$ cat config.mk
export PLATFORM = sky130hd
export DESIGN_NAME = seg_capture_flat
export DESIGN_NICKNAME = d
export VERILOG_FILES = /design/src/rtl/seg_capture_if.sv /design/src/rtl/seg_capture.sv /design/src/flat_wrapper.sv
export SDC_FILE = /design/constraint.sdc
export NUM_CORES = 1
export LEC_CHECK = 0
export CAP_MARGIN = 5
export CORE_MARGIN = 2
export CORE_UTILIZATION = 54
export DETAILED_ROUTE_END_ITERATION = 10
export PLACE_DENSITY = 0.8
export SYNTH_ARGS = -nofsm -noshare
export SYNTH_HDL_FRONTEND = slang
export SYNTH_SLANG_ARGS = --single-unit
$ cat constraint.sdc
create_clock -name clk_i -period 4.6 [get_ports clk_i]
set_input_delay 1.38 -clock clk_i [delete_from_list [all_inputs] [get_ports clk_i]]
set_output_delay 1.38 -clock clk_i [all_outputs]
set_load 0.1 [all_outputs]
$ cat src/rtl/seg_capture_if.sv
// Bus bundle for seg_capture: the snooped anode/segment lines going in and
// the reconstructed per-digit display contents coming out.
interface seg_capture_if #(
  parameter int NUM_DIGITS = 8
);
  localparam int IDX_W = (NUM_DIGITS > 1) ? $clog2(NUM_DIGITS) : 1;

  logic [NUM_DIGITS-1:0]   an_i;
  logic [7:0]              seg_i;
  logic [4*NUM_DIGITS-1:0] digits_o;
  logic [NUM_DIGITS-1:0]   ltr_o;
  logic [NUM_DIGITS-1:0]   dp_o;
  logic [NUM_DIGITS-1:0]   valid_o;
  logic                    upd_o;
  logic [IDX_W-1:0]        upd_idx_o;
  logic                    err_o;

  // Side that drives the display bus and observes the capture results.
  modport master (
    output an_i, seg_i,
    input  digits_o, ltr_o, dp_o, valid_o, upd_o, upd_idx_o, err_o
  );

  // Capture block: listens to the bus and reports what it saw.
  modport slave (
    input  an_i, seg_i,
    output digits_o, ltr_o, dp_o, valid_o, upd_o, upd_idx_o, err_o
  );
endinterface

$ cat src/rtl/seg_capture.sv
// Seven-segment bus snooper. Watches the time-multiplexed active-low
// anode/segment lines and rebuilds the code, letter flag and decimal point
// shown on each digit once a strobe/pattern pair has been stable long enough.
module seg_capture #(
  parameter int NUM_DIGITS    = 8,
  parameter int STABLE_CYCLES = 4
) (
  input logic          clk_i,
  input logic          rst_i,
  seg_capture_if.slave bus
);

  localparam int IDX_W = (NUM_DIGITS > 1) ? $clog2(NUM_DIGITS) : 1;
  localparam int CNT_W = (STABLE_CYCLES > 1) ? $clog2(STABLE_CYCLES + 1) : 1;

  typedef enum logic [1:0] {
    IDLE,
    COUNT,
    COMMIT,
    HELD
  } state_t;

  // Segment pattern a..g (active-low) -> {legal, ltr, code[3:0]}.
  // The letter I shares its pattern with 1 and is reported as 1.
  function automatic logic [5:0] decode(input logic [6:0] pat);
    logic [5:0] res;
    case (pat)
      7'b0000001: res = {1'b1, 1'b0, 4'h0};
      7'b1001111: res = {1'b1, 1'b0, 4'h1};
      7'b0010010: res = {1'b1, 1'b0, 4'h2};
      7'b0000110: res = {1'b1, 1'b0, 4'h3};
      7'b1001100: res = {1'b1, 1'b0, 4'h4};
      7'b0100100: res = {1'b1, 1'b0, 4'h5};
      7'b1100000: res = {1'b1, 1'b0, 4'h6};
      7'b0001111: res = {1'b1, 1'b0, 4'h7};
      7'b0000000: res = {1'b1, 1'b0, 4'h8};
      7'b0001100: res = {1'b1, 1'b0, 4'h9};
      7'b1001000: res = {1'b1, 1'b1, 4'h5};
      7'b1111111: res = {1'b1, 1'b0, 4'hF};
      default:    res = {1'b0, 1'b0, 4'h0};
    endcase
    return res;
  endfunction

  state_t                  state;
  state_t                  state_nxt;
  logic [CNT_W-1:0]        cnt;
  logic [CNT_W-1:0]        cnt_nxt;

  logic [NUM_DIGITS-1:0]   r_an;
  logic [7:0]              r_seg;
  logic [NUM_DIGITS-1:0]   p_an;
  logic [7:0]              p_seg;

  logic                    an_ok;
  logic                    chg;
  logic [IDX_W-1:0]        k;
  logic [5:0]              dec;
  logic                    commit;

  logic [4*NUM_DIGITS-1:0] digits;
  logic [NUM_DIGITS-1:0]   ltr;
  logic [NUM_DIGITS-1:0]   dp;
  logic [NUM_DIGITS-1:0]   valid;
  logic                    upd;
  logic [IDX_W-1:0]        upd_idx;
  logic                    err;

  // Register the bus once, and keep the previous sample for change detection.
  // Idle-high reset values make the bus look quiet right after reset, so a
  // held strobe must be recaptured and fully re-counted.
  always_ff @(posedge clk_i or posedge rst_i) begin
    if (rst_i) begin
      r_an  <= '1;
      r_seg <= '1;
      p_an  <= '1;
      p_seg <= '1;
    end else begin
      r_an  <= bus.an_i;
      r_seg <= bus.seg_i;
      p_an  <= r_an;
      p_seg <= r_seg;
    end
  end

  assign an_ok  = $onehot(~r_an);
  assign chg    = (r_an != p_an) || (r_seg != p_seg);
  assign dec    = decode(r_seg[7:1]);
  assign commit = (state_nxt == COMMIT);

  // Locate the single active (low) anode; only meaningful when an_ok.
  always_comb begin
    k = '0;
    for (int i = 0; i < NUM_DIGITS; i++) begin
      if (!r_an[i]) k = IDX_W'(i);
    end
  end

  // FSM state and stability counter.
  always_ff @(posedge clk_i or posedge rst_i) begin
    if (rst_i) begin
      state <= IDLE;
      cnt   <= '0;
    end else begin
      state <= state_nxt;
      cnt   <= cnt_nxt;
    end
  end

  // Next-state logic. The commit is decided on the same edge the counter
  // would reach STABLE_CYCLES, so the registered pulse lands in the cycle
  // right after that edge; with STABLE_CYCLES = 1 the first stable sample
  // commits immediately.
  always_comb begin
    state_nxt = state;
    cnt_nxt   = cnt;
    case (state)
      IDLE: begin
        if (an_ok) begin
          cnt_nxt   = CNT_W'(1);
          state_nxt = (STABLE_CYCLES == 1) ? COMMIT : COUNT;
        end
      end
      COUNT: begin
        if (chg) begin
          if (an_ok) begin
            cnt_nxt   = CNT_W'(1);
            state_nxt = (STABLE_CYCLES == 1) ? COMMIT : COUNT;
          end else begin
            state_nxt = IDLE;
          end
        end else begin
          cnt_nxt = cnt + CNT_W'(1);
          if (cnt_nxt == CNT_W'(STABLE_CYCLES)) state_nxt = COMMIT;
        end
      end
      COMMIT, HELD: begin
        if (chg) begin
          if (an_ok) begin
            cnt_nxt   = CNT_W'(1);
            state_nxt = (STABLE_CYCLES == 1) ? COMMIT : COUNT;
          end else begin
            state_nxt = IDLE;
          end
        end else begin
          state_nxt = HELD;
        end
      end
      default: state_nxt = IDLE;
    endcase
  end

  // Captured display contents: written only on a commit. An illegal stable
  // pattern invalidates the digit but keeps its last good code/ltr/dp.
  always_ff @(posedge clk_i or posedge rst_i) begin
    if (rst_i) begin
      digits  <= '0;
      ltr     <= '0;
      dp      <= '0;
      valid   <= '0;
      upd     <= 1'b0;
      upd_idx <= '0;
      err     <= 1'b0;
    end else begin
      upd <= 1'b0;
      err <= 1'b0;
      if (commit) begin
        if (dec[5]) begin
          digits[4*int'(k) +: 4] <= dec[3:0];
          ltr[k]                 <= dec[4];
          dp[k]                  <= ~r_seg[0];
          valid[k]               <= 1'b1;
          upd                    <= 1'b1;
          upd_idx                <= k;
        end else begin
          valid[k] <= 1'b0;
          err      <= 1'b1;
        end
      end
    end
  end

  assign bus.digits_o  = digits;
  assign bus.ltr_o     = ltr;
  assign bus.dp_o      = dp;
  assign bus.valid_o   = valid;
  assign bus.upd_o     = upd;
  assign bus.upd_idx_o = upd_idx;
  assign bus.err_o     = err;

endmodule

$ cat src/flat_wrapper.sv
// flat-port wrapper written by rule: the top's interface ports become plain ports
module seg_capture_flat 
#(
  parameter int NUM_DIGITS    = 8,
  parameter int STABLE_CYCLES = 4
)
  (clk_i, rst_i, bus_an_i, bus_seg_i, bus_digits_o, bus_ltr_o, bus_dp_o, bus_valid_o, bus_upd_o, bus_upd_idx_o, bus_err_o);
  seg_capture_if #(.NUM_DIGITS(NUM_DIGITS)) bus_i ();
  input logic clk_i;
  input logic rst_i;
  input wire logic [$bits(bus_i.an_i)-1:0] bus_an_i;
  input wire logic [$bits(bus_i.seg_i)-1:0] bus_seg_i;
  output wire logic [$bits(bus_i.digits_o)-1:0] bus_digits_o;
  output wire logic [$bits(bus_i.ltr_o)-1:0] bus_ltr_o;
  output wire logic [$bits(bus_i.dp_o)-1:0] bus_dp_o;
  output wire logic [$bits(bus_i.valid_o)-1:0] bus_valid_o;
  output wire logic [$bits(bus_i.upd_o)-1:0] bus_upd_o;
  output wire logic [$bits(bus_i.upd_idx_o)-1:0] bus_upd_idx_o;
  output wire logic [$bits(bus_i.err_o)-1:0] bus_err_o;
  assign bus_i.an_i = bus_an_i;
  assign bus_i.seg_i = bus_seg_i;
  assign bus_digits_o = bus_i.digits_o;
  assign bus_ltr_o = bus_i.ltr_o;
  assign bus_dp_o = bus_i.dp_o;
  assign bus_valid_o = bus_i.valid_o;
  assign bus_upd_o = bus_i.upd_o;
  assign bus_upd_idx_o = bus_i.upd_idx_o;
  assign bus_err_o = bus_i.err_o;
  seg_capture #(.NUM_DIGITS(NUM_DIGITS), .STABLE_CYCLES(STABLE_CYCLES)) u_core (.clk_i(clk_i), .rst_i(rst_i), .bus(bus_i));
endmodule
## Word level (Yosys, flattened, before mapping)

Index checks and enable logic that the tools add are counted.

| storage, ports and cells | value |
|---|---|
| register bits | 98 |
| output and inout port bits | 61 |

| cells by class | value |
|---|---|
| $add $sub $neg | 9 |
| $lt $le $gt $ge | 2 |
| eq/ne operators | 20 |
| shift-type cells | 2 |
| multiplexer cells | 28 |
| bitwise gates (word level) | 5 |
| reduce and logical (&&, ||, !) cells | 6 |

Operators by type and width:

| kind | number |
|---|---|
| one-hot mux 6 bit (12 select lines) | 1 |
| == test 7 bit (second input constant) | 5 |
| negation 5 -> 33 bit | 1 |
| variable shift 4 x 33 -> 32 bit (first input constant) | 1 |
| variable part select 4 x 33 -> 32 bit | 1 |
| bitwise mux 32 bit | 1 |
| 2-to-1 mux 3 bit | 7 |
| bitwise mux 8 bit | 2 |
| inequality test 8 bit | 2 |
| NOT 8 bit | 2 |
| == test 7 x 4 -> 1 bit (second input constant) | 2 |
| adder 4 bit | 3 |
| 2-to-1 mux 2 bit | 6 |
| one-hot mux 3 bit (3 select lines) | 1 |
| adder 1 x 1 -> 2 bit | 4 |
| bitwise AND 8 bit | 1 |
| 2-to-1 mux 8 bit | 1 |
| bitwise OR 8 bit | 1 |
| == test 7 x 1 -> 1 bit (second input constant) | 1 |
| == test 7 x 3 -> 1 bit (second input constant) | 1 |
| == test 7 x 5 -> 1 bit (second input constant) | 1 |
| == test 7 x 6 -> 1 bit (second input constant) | 1 |
| logical NOT 7 bit | 1 |
| 2-to-1 mux 1 bit | 7 |
| other kinds (16) | 18 |

## Depth between registers and ports, before layout

Gate-level depths: netlist of run 1.

| logic depth | value |
|---|---|
| depth after elaboration | 14 |
| depth in mapped cells | 12 |
| depth with buffers taken out | 12 |

## Worst setup path after synthesis of run 1

Ideal clock, no wire load.

| path | value |
|---|---|
| kind | register -> register |
| start | reg u_core.r_an[6] |
| end | reg u_core.digits[16] (netlist: u_core.bus.digits_o[16]) |
| setup time | 125 ps |
| arrival time | 3,160 ps |
| required time | 4,475 ps |
| path slack | 1,315 ps |
| stages on the path, launching flop included | 13 |
| path buffers | 2 |
| cells stage by stage | dfstp_2 > clkbuf_1 > inv_1 > o21ai_0 > nor2_1 > inv_1 > clkbuf_1 > ha_1 > nor2_1 > a21boi_0 > nand4_1 > a311oi_4 > mux2_2 |

| on the way | value |
|---|---|
| elaborated cells between the ends (all ways) | 20 |

RTL lines:

| what | RTL line | source |
|---|---|---|
| start, declared | seg_capture.sv:50 | `logic [NUM_DIGITS-1:0] r_an;` |
| start signal, assigned | seg_capture.sv:79 | `r_an <= bus.an_i;` |
| 2-to-1 mux 3 bit (*) (2 in series) | seg_capture.sv:95 | `if (!r_an[i]) k = IDX_W'(i);` |
| named net u_core.k[0] | seg_capture.sv:57 | `logic [IDX_W-1:0] k;` |
| negation 5 -> 33 bit (*) | seg_capture.sv:169 | `digits[4*int'(k) +: 4] <= dec[3:0];` |
| variable part select 4 x 33 -> 32 bit / variable shift 4 x 33 -> 32 bit (equally long branches) | seg_capture.sv:169 |  |
| bitwise mux 32 bit (*) | seg_capture.sv:169 |  |
| end signal, assigned by index | seg_capture.sv:169 |  |
| end, declared | seg_capture.sv:61 | `logic [4*NUM_DIGITS-1:0] digits;` |

Mark *: on every way through the listed nets, which the timed path passes. The rest lies on a longest branch.
A chain may end at the register's enable or synchronous reset.

## Worst setup path after layout of run 1

| path | value |
|---|---|
| start | reg u_core.r_an[1] |
| end | reg u_core.digits[16] (netlist: u_core.bus.digits_o[16]) |

| on the way | value |
|---|---|
| cells in the longest elaborated chain, start to end | 10 |
| elaborated cells between the ends (all ways) | 25 |

Ends and longest elaborated chain:

| what | RTL line | source |
|---|---|---|
| NOT 8 bit / 2-to-1 mux 1 bit (equally long branches) | seg_capture.sv:86, seg_capture.sv:95 |  |
| adder 1 x 1 -> 2 bit (implied by the code) / 2-to-1 mux 2 bit (equally long branches) | seg_capture.sv:86, seg_capture.sv:95 |  |
| adder 4 bit (implied by the code) / 2-to-1 mux 2 bit (equally long branches) | seg_capture.sv:86, seg_capture.sv:95 |  |
| adder 4 bit (implied by the code) / 2-to-1 mux 3 bit (equally long branches) | seg_capture.sv:86, seg_capture.sv:95 |  |
| == test 4 x 1 -> 1 bit / 2-to-1 mux 3 bit (equally long branches) | seg_capture.sv:86, seg_capture.sv:95 |  |
| 2-to-1 mux 1 bit / 2-to-1 mux 3 bit (equally long branches) | seg_capture.sv:126, seg_capture.sv:139, seg_capture.sv:95 |  |
| 2-to-1 mux 2 bit (tied with other cells) | seg_capture.sv:138 | `if (chg) begin` |
| one-hot mux 2 bit (3 select lines) / negation 5 -> 33 bit (equally long branches) | seg_capture.sv:117, seg_capture.sv:169 |  |
| == test 2 bit (tied with other cells) | seg_capture.sv:89 | `assign commit = (state_nxt == COMMIT);` |
| AND reduction 2 bit (no source line) / bitwise mux 32 bit (equally long branches) | -- |  |

Several ways; a longest one is shown, not always the timed one.

==> results of run 1 <==
-- critical path: cells and delay by family, from the launching register on --
kind | cells | cell delay [ps]
buf+inv | 1 | 310
fa+ha+maj | 1 | 460
flops | 1 | 580
simple gates | 4 | 970
compound gates | 3 | 680
mux | 1 | 380
-- layout make-up --
class,instances,area [um^2],share of cell area [%]
flip-flops and latches,98,2490,41.2
clock buffers,13,170,2.81
multi-input cells,237,2200,36.5
clock inverters,3,20.0,0.331
well taps,111,139,2.30
inverters,50,189,3.12
repair buffers,83,831,13.7
-- final timing paths --
path                                            to            from
max                        u_core.bus.digits_o[16]  u_core.r_an[1]
min                                 u_core.p_an[0]  u_core.r_an[0]
max reg2reg                u_core.bus.digits_o[16]  u_core.r_an[1]
min reg2reg                         u_core.p_an[0]  u_core.r_an[0]
max in group asynchronous          u_core.r_seg[3]           rst_i
min in group asynchronous            u_core.cnt[0]           rst_i
-- metrics by stage --
stage          hold slack, ps  util, %  cell area, um^2  instances
5_1_grt                   387     66.1             6050        595
3_3_place_gp              369     64.0             5860        579
3_5_place_dp              374     64.0             5860        579
4_1_cts                   379     66.1             6050        595
6_report                  383     66.1             6050        595
2_1_floorplan             352        -             5030        407
-- metal layers --
metal  vias up  wire length (um)
li1       1575                 -
met1      1793              4870
met3        11               395
met2        89              5650
met4         0               130
met5         -                 0
-- registers in the layout, indices dropped and copies added (netlist names), named ones only --
signal	cells
u_core.state	2
u_core.cnt	3
u_core.r_seg	8
u_core.bus.digits_o	32
u_core.bus.err_o	1
u_core.bus.upd_idx_o	3
u_core.p_seg	8
u_core.p_an	8
u_core.bus.ltr_o	8
u_core.bus.dp_o	8
u_core.r_an	8
u_core.bus.upd_o	1
-- power breakdown --
part	internal [W]	switching [W]
Sequential	0.000891	0.0000267
Clock	0.000246	0.000296
Combinational	0.0000623	0.0000903
Total	0.00120	0.000413
-- cells in the mapped netlist, types with 4 or more instances --
cell | count | area [um^2]
nand4_1 | 4 | 25.0
nand2_1 | 10 | 37.5
ha_1 | 14 | 175
buf_4 | 4 | 30.0
inv_1 | 50 | 188
xor2_1 | 16 | 140
mux2_2 | 29 | 327
nand3_1 | 14 | 70.1
nor2_1 | 11 | 41.3
mux2i_1 | 23 | 230
clkbuf_1 | 6 | 22.5
nand2b_1 | 7 | 43.8
o21ai_0 | 9 | 45.0
fa_1 | 4 | 80.1
o2111ai_1 | 6 | 52.6
nand3b_1 | 6 | 45.0
nor4_1 | 7 | 43.8
a311oi_4 | 11 | 289
a21oi_1 | 5 | 25.0
buf_2 | 5 | 25.0
dfstp_2 | 32 | 841
dfrtp_1 | 66 | 1650
a311oi_2 | 4 | 60.1
buf_6 | 4 | 45.0
nor2b_1 | 5 | 31.3
-- logic make-up after synthesis --
| kind of cell | Yosys count | share of synthesized area (%) |
|---|---|---|
| adder cells (fa/ha/maj) | 18 | 5.08 |
| multiplexers | 53 | 11.4 |
| AND/OR/NAND/NOR | 88 | 10.5 |
| buffers and inverters | 72 | 6.72 |
| AO/OA/AOI/OAI | 59 | 13.4 |
| XOR/XNOR | 19 | 3.31 |
| flip-flops | 98 | 49.6 |
==> impl_metrics.json, run 1 <==
{
  "synth_nets": 443,
  "fmax_ghz": 0.286,
  "cts_resized": 0,
  "synth-edff-count": 0,
  "start_util_pct": 54.9,
  "powerDensity_nw_per_um2": 267,
  "die_w_um": 100,
  "grt_antenna_before_repair": 0,
  "grt_use_met2_pct": 39.4,
  "slew_headroom_pct": 22.0,
  "arrival_ps": 3750,
  "synth.avg_cell_area_um2": 12.4,
  "die_height_um": 100,
  "fin_ws_ps": 1100,
  "path_class": "reg2reg",
  "gr-usage-met3_pct": 3.95,
  "firstDrtPassIters": 4,
  "grt_pass1_vias": 3606,
  "clock_path_buffers": 2,
  "drt-initial-drc-count": 135,
  "grt_busiest_layer": "met2",
  "grt_pass1_wl_um": 18200,
  "drc": 0,
  "drive_gt1_share_pct": 21.5,
  "synth_ff_type": "dfrtp_1",
  "path_clk_slew_ps": 90,
  "antenna_cells": 0,
  "cpPeakStageDelay_ps": 580,
  "dp_worst_setup_slack_ps": 1170,
  "finalWirelength_um": 11000,
  "critPathRequiredTime_ps": 4850,
  "p_leak_nw": 2.64,
  "tns_ps": 0,
  "ff2ff_path_depth": 10,
  "finalCritPeriodShare_pct": 76.1,
  "cts_hold_buffers": 0,
  "cts_tree": "done",
  "endpoint_kind": "register",
  "final_cell_mix": "clkdlybuf4s50_1 (78), dfrtp_1 (66), inv_1 (49), dfstp_2 (32), mux2_2 (29)",
  "final_common_cell": "clkdlybuf4s50_1",
  "h-tree-depth": 3,
  "grt_use_met1_pct": 30.1,
  "ant_nets": 0,
  "period_minus_slack_ps": 3500,
  "synth_cells": 407,
  "ioPinCount": 79,
  "total_power_w": 0.00161,
  "crit_fanout": 12,
  "slew_viol_final": 0,
  "gp_congestion": 0.851,
  "fp-row-count": 35,
  "dieArea_um2": 10100,
  "cp_slowest_cell": "dfstp_2",
  "worstHoldPathCells": 0,
  "vias_per_cell": 5.83,
  "post-cts-setup-buffers": 0,
  "worstPathCellList": "nand2b_1 -> a21oi_1 -> nor2_1 -> inv_1 -> ha_1 -> nor2_1 -> a21boi_0 -> nand4_1 -> a311oi_4 -> mux2_2",
  "syn_to_final_growth_pct": 20.3,
  "skew_ps": 9.69,
  "setup_viol": 0,
  "synth-seq-cells": 98,
  "r2r_slack_ps": 1100,
  "peakVddDrop_mv": 0.182,
  "worstMarginPinSlew_ps": 1170,
  "ys_types": 61,
  "fin_nets": 515,
  "gr-total-overflow": 0,
  "critPathLaunchType": "register",
  "hold_path_class": "reg2reg",
  "wl_per_cell_um": 18.6,
  "syn_area_um2": 5030,
  "cts_root_buffer": "clkbuf_8",
  "synth_seq_area_share_pct": 49.6,
  "numCtsBuffers": 9,
  "grt_usage_pct": 23.2,
  "core_area_um2": 9150,
  "status": "complete, no violations",
  "clock_sinks": 98,
  "finalHoldViolations": 0,
  "clk_latency_ps": 360,
  "maxCapViolations": 0,
  "dr_total_vias": 3468,
  "rsz0062_at_grt": "no",
  "grt_max_degree": 55,
  "cp_common_cell": "nor2_1",
  "ys_warn_count": 0,
  "nFillCells": 677,
  "dp_hpwl_um": 8080,
  "synthArstFlopShare_pct": 100,
  "port_buffers": 78
}
Note: power is estimated with default switching activity, not from simulation.
==> run 2: changes to the inputs <==
--- a/config.mk
+++ b/config.mk
@@ -7,9 +7,9 @@
 export LEC_CHECK = 0
 export CAP_MARGIN = 5
 export CORE_MARGIN = 2
-export CORE_UTILIZATION = 54
+export CORE_UTILIZATION = 49
 export DETAILED_ROUTE_END_ITERATION = 10
-export PLACE_DENSITY = 0.8
+export PLACE_DENSITY = 0.77
 export SYNTH_ARGS = -nofsm -noshare
 export SYNTH_HDL_FRONTEND = slang
 export SYNTH_SLANG_ARGS = --single-unit
==> constraint.sdc (replaced) <==
create_clock -name clk_i -period 2.9 [get_ports clk_i]
set_input_delay 0.87 -clock clk_i [delete_from_list [all_inputs] [get_ports clk_i]]
set_output_delay 0.87 -clock clk_i [all_outputs]
set_load 0.1 [all_outputs]
==> impl_metrics.json, run 2 (synthesis gave the netlist of run 1 again) <==
{
  "status": "finished with violations",
  "failed_checks": "negative setup slack",
  "die_height_um": 105,
  "path_class": "reg2reg",
  "critPathLaunchType": "register",
  "firstDrtPassIters": 4,
  "arrival_ps": 3300,
  "rsz0062_at_grt": "yes",
  "total_power_w": 0.00274,
  "antenna_cells": 0,
  "cpPeakStageDelay_ps": 550,
  "final_common_cell": "buf_4",
  "core_area_um2": 9860,
  "fin_nets": 560,
  "h-tree-depth": 3,
  "dr_total_vias": 3545,
  "tns_ps": -562,
  "finalHoldViolations": 0,
  "slew_headroom_pct": 44.0,
  "worstPathCellList": "inv_2 -> ha_4 -> fa_1 -> inv_1 -> fa_1 -> inv_1 -> ha_2 -> fa_1 -> nor4b_2 -> inv_1 -> o21ai_2 -> o22ai_1",
  "grt_use_met1_pct": 26.9,
  "cp_slowest_cell": "dfstp_2",
  "ant_nets": 0,
  "dp_hpwl_um": 7740,
  "clock_path_buffers": 2,
  "setup_viol": 4,
  "clock_sinks": 98,
  "slew_viol_final": 0,
  "grt_busiest_layer": "met2",
  "final_area_um2": 6530,
  "cp_num_buf_inv": 4,
  "numCtsBuffers": 9,
  "vias_per_cell": 5.35,
  "final_core_util_pct": 66.2,
  "ioPinCount": 79,
  "grt_usage_pct": 20.4,
  "holdWs_ps": 435,
  "gr-usage-met3_pct": 4.08,
  "powerDensity_nw_per_um2": 420,
  "grt_pass1_vias": 3625,
  "fmax_ghz": 0.327,
  "gp_congestion": 0.837,
  "start_util_pct": 51.0,
  "finalWirelength_um": 11200,
  "grt_antenna_before_repair": 0,
  "cts_tree": "done",
  "final_cell_mix": "buf_4 (103), dfrtp_1 (66), inv_1 (40), dfstp_2 (32), mux2_2 (24)",
  "wl_per_cell_um": 16.9,
  "cts_hold_buffers": 0,
  "port_buffers": 78,
  "period_minus_slack_ps": 3060,
  "grt_use_met2_pct": 34.8,
  "critPathRequiredTime_ps": 3140,
  "largest_reg_flops": 32,
  "p_leak_nw": 3.04,
  "fp-row-count": 36,
  "dieArea_um2": 11100,
  "grt_max_degree": 99,
  "cts_root_buffer": "clkbuf_8",
  "maxCapViolations": 0,
  "post_dp_cell_area_um2": 6080,
  "drive_gt1_share_pct": 45.9,
  "cpLargestDelayFamily": "adder cells",
  "crit_fanout": 3,
  "grt_pass1_wl_um": 18100,
  "gr-total-overflow": 0,
  "drt-initial-drc-count": 158,
  "path_clk_slew_ps": 100,
  "finalCritPeriodShare_pct": 105,
  "skew_ps": 12.1,
  "syn_to_final_growth_pct": 29.8,
  "endpoint_kind": "register",
  "hold_path_class": "reg2reg",
  "drc": 0,
  "die_w_um": 105,
  "fin_ws_ps": -159,
  "worstMarginPinSlew_ps": 833,
  "peakVddDrop_mv": 0.276,
  "clk_latency_ps": 370
}
==> run 2: worst paths after layout <==
kind	to	cells past startpoint	slack, ps	start
min in group asynchronous	u_core.bus.digits_o[3]	3	1010	rst_i
min reg2reg	u_core.p_seg[6]	0	440	u_core.r_seg[6]
max	u_core.cnt[2]	12	-160	u_core.r_an[1]
min	u_core.p_seg[6]	0	440	u_core.r_seg[6]
max reg2reg	u_core.cnt[2]	12	-160	u_core.r_an[1]
max in group asynchronous	u_core.r_an[4]	3	1480	rst_i
==> run 2: area by class of cell <==
type                            instances  area, um^2
Fill cell                             746        3340
Timing Repair Buffer                  128        1080
Clock buffer                           12         188
Sequential cell                        98        2490
Inverter                               50         191
Tap cell                              133         166
Multi-Input combinational cell        237        2380
Clock inverter                          4        36.3
==> run 2: metrics by stage <==
stage                     cells  setup WS, ps
final                       662          -159
after CTS                   655          -264
after global routing        662          -319
after floorplan             407          -157
after global placement      633          -172
after detailed placement    633          -270
==> run 2: timing repair <==
item | CTS | global route
pin swaps | 9 | 12
endpoints found under the setup margin | 15 | 28
setup buffers | 6 | 9
hold endpoints to repair | 0 | 0
resized for setup | 6 | 24
==> run 2: power by group <==
part | switching [W] | internal [W] | total [W]
clock network | 0.000500 | 0.000451 | 0.000951
registers | 0.0000385 | 0.00141 | 0.00145
logic | 0.000177 | 0.000160 | 0.000337
total | 0.000715 | 0.00202 | 0.00274
==> run 2: metal layers <==
metal	vias to the layer above	routed length, um
li1	1670	-
met1	1769	4880
met2	91	5650
met3	15	481
met4	0	145
met5	-	0
==> run 3: changes to the inputs <==
--- a/config.mk
+++ b/config.mk
@@ -6,10 +6,9 @@
 export NUM_CORES = 1
 export LEC_CHECK = 0
 export CAP_MARGIN = 5
-export CORE_MARGIN = 2
 export CORE_UTILIZATION = 49
 export DETAILED_ROUTE_END_ITERATION = 10
-export PLACE_DENSITY = 0.77
+export PLACE_DENSITY = 0.76
 export SYNTH_ARGS = -nofsm -noshare
 export SYNTH_HDL_FRONTEND = slang
 export SYNTH_SLANG_ARGS = --single-unit
==> impl_metrics.json, run 3 (synthesis gave the netlist of run 1 again) <==
{
  "grt_pass1_vias": 3504,
  "cp_slowest_cell": "dfstp_2",
  "ant_nets": 0,
  "ioPinCount": 79,
  "path_class": "reg2reg",
  "die_height_um": 103,
  "fin_ws_ps": -178,
  "arrival_ps": 3370,
  "setup_viol": 4,
  "final_common_cell": "buf_4",
  "die_w_um": 103,
  "clock_path_buffers": 2,
  "wl_per_cell_um": 16.2,
  "firstDrtPassIters": 4,
  "dp_hpwl_um": 7570,
  "dr_total_vias": 3531,
  "fin_nets": 561,
  "antenna_cells": 0,
  "cts_root_buffer": "clkbuf_8",
  "critPathLaunchType": "register",
  "drive_gt1_share_pct": 45.5,
  "cts_tree": "done",
  "core_area_um2": 9860,
  "endpoint_kind": "register",
  "worstMarginPinSlew_ps": 662,
  "peakVddDrop_mv": 0.277,
  "hold_path_class": "reg2reg",
  "drc": 0,
  "cts_hold_buffers": 0,
  "h-tree-depth": 3,
  "skew_ps": 15.6,
  "finalCritPeriodShare_pct": 106,
  "start_util_pct": 51.0,
  "critPathRequiredTime_ps": 3190,
  "fp-row-count": 36,
  "period_minus_slack_ps": 3080,
  "cp_common_cell": "fa_1",
  "dp_worst_setup_slack_ps": -257,
  "cpPeakStageDelay_ps": 540,
  "port_buffers": 78,
  "finalHoldViolations": 0,
  "slew_headroom_pct": 55.7,
  "syn_to_final_growth_pct": 29.2,
  "tns_ps": -588,
  "largest_reg_flops": 32,
  "drt-initial-drc-count": 146,
  "clock_sinks": 98,
  "p_leak_nw": 3.02,
  "grt_antenna_before_repair": 0,
  "slew_viol_final": 0,
  "numCtsBuffers": 9,
  "final_cell_mix": "buf_4 (103), dfrtp_1 (66), inv_1 (40), dfstp_2 (32)",
  "worstPathCellList": "inv_2 -> ha_4 -> fa_1 -> inv_2 -> fa_1 -> inv_1 -> ha_2 -> fa_1 -> nor4b_2 -> inv_1 -> o21ai_2 -> o22a_1",
  "grt_pass1_wl_um": 17200,
  "rsz0062_at_grt": "yes",
  "crit_fanout": 3,
  "clk_latency_ps": 360,
  "grt_usage_pct": 21.3,
  "failed_checks": "negative setup slack",
  "grt_max_degree": 99,
  "gp_congestion": 0.891,
  "total_power_w": 0.00260,
  "vias_per_cell": 5.33,
  "path_clk_slew_ps": 90,
  "finalWirelength_um": 10700,
  "fmax_ghz": 0.325,
  "final_core_util_pct": 65.8,
  "powerDensity_nw_per_um2": 400,
  "gr-total-overflow": 0,
  "status": "finished with violations",
  "dieArea_um2": 10700,
  "maxCapViolations": 0
}
run 3: cell types whose count changed in the layout (fill, tap and decap cells not counted), moves of 2 or more:
cell and change:
buf_6 +2, clkbuf_1 +2, clkbuf_16 -2, clkbuf_8 +2, clkinv_2 +2, nor2_2 +2
run 3: power breakdown:
group / internal (W) / switching [W] / total, W
Combinational: 0.000155 / 0.000174 / 0.000330
Sequential: 0.00141 / 0.0000377 / 0.00145
Clock: 0.000381 / 0.000439 / 0.000820
Total: 0.00195 / 0.000651 / 0.00260
run 3: final cells by class:
type                            count  area, um^2
Clock buffer                       14         173
Clock inverter                      2        10.0
Fill cell                         721        3370
Inverter                           50         191
Multi-Input combinational cell    237        2380
Sequential cell                    98        2490
Tap cell                          133         166
Timing Repair Buffer              129        1080
run 3: worst paths after layout:
check,start,endpoint,slack [ps],depth (start not counted)
min,u_core.r_seg[5],u_core.p_seg[5],430,0
max reg2reg,u_core.r_an[4],u_core.cnt[0],-180,12
min in group asynchronous,rst_i,u_core.state[0],1010,3
max in group asynchronous,rst_i,u_core.r_seg[5],1510,3
min reg2reg,u_core.r_seg[5],u_core.p_seg[5],430,0
max,u_core.r_an[4],u_core.cnt[0],-180,12
run 3: what timing repair did:
| action | in CTS | in global routing |
|---|---|---|
| setup buffers | 7 | 8 |
| pin swaps | 11 | 12 |
| gates resized for setup | 17 | 16 |
| setup endpoints to repair | 14 | 18 |
run 3: routing by layer:
| layer | up-vias | GRT usage (%) | wire length (um) |
|---|---|---|---|
| met3 | 11 | 5.51 | 548 |
| met1 | 1758 | 27.2 | 4720 |
| met4 | 0 | 8.13 | 144 |
| li1 | 1673 | - | - |
| met2 | 89 | 34.8 | 5300 |
| met5 | - | 0 | 0 |
run 3: metrics by stage:
| step | std cells | hold slack, ps | area [um^2] |
|---|---|---|---|
| finish | 663 | 429 | 6490 |
| global route | 663 | 446 | 6490 |
| CTS | 655 | 433 | 6360 |
| detailed placement | 632 | 422 | 6060 |
| global placement | 632 | 423 | 6060 |
| floorplan | 407 | 352 | 5090 |
run 3: worst max-delay path: cells and delay by family (launching register included):
family / cells / cell delay [ps]
AOI/OAI and AO/OA: 2 / 260
adders and majority gates: 5 / 1760
buffers and inverters: 4 / 220
DFF: 1 / 540
and+or+nand+nor: 1 / 220
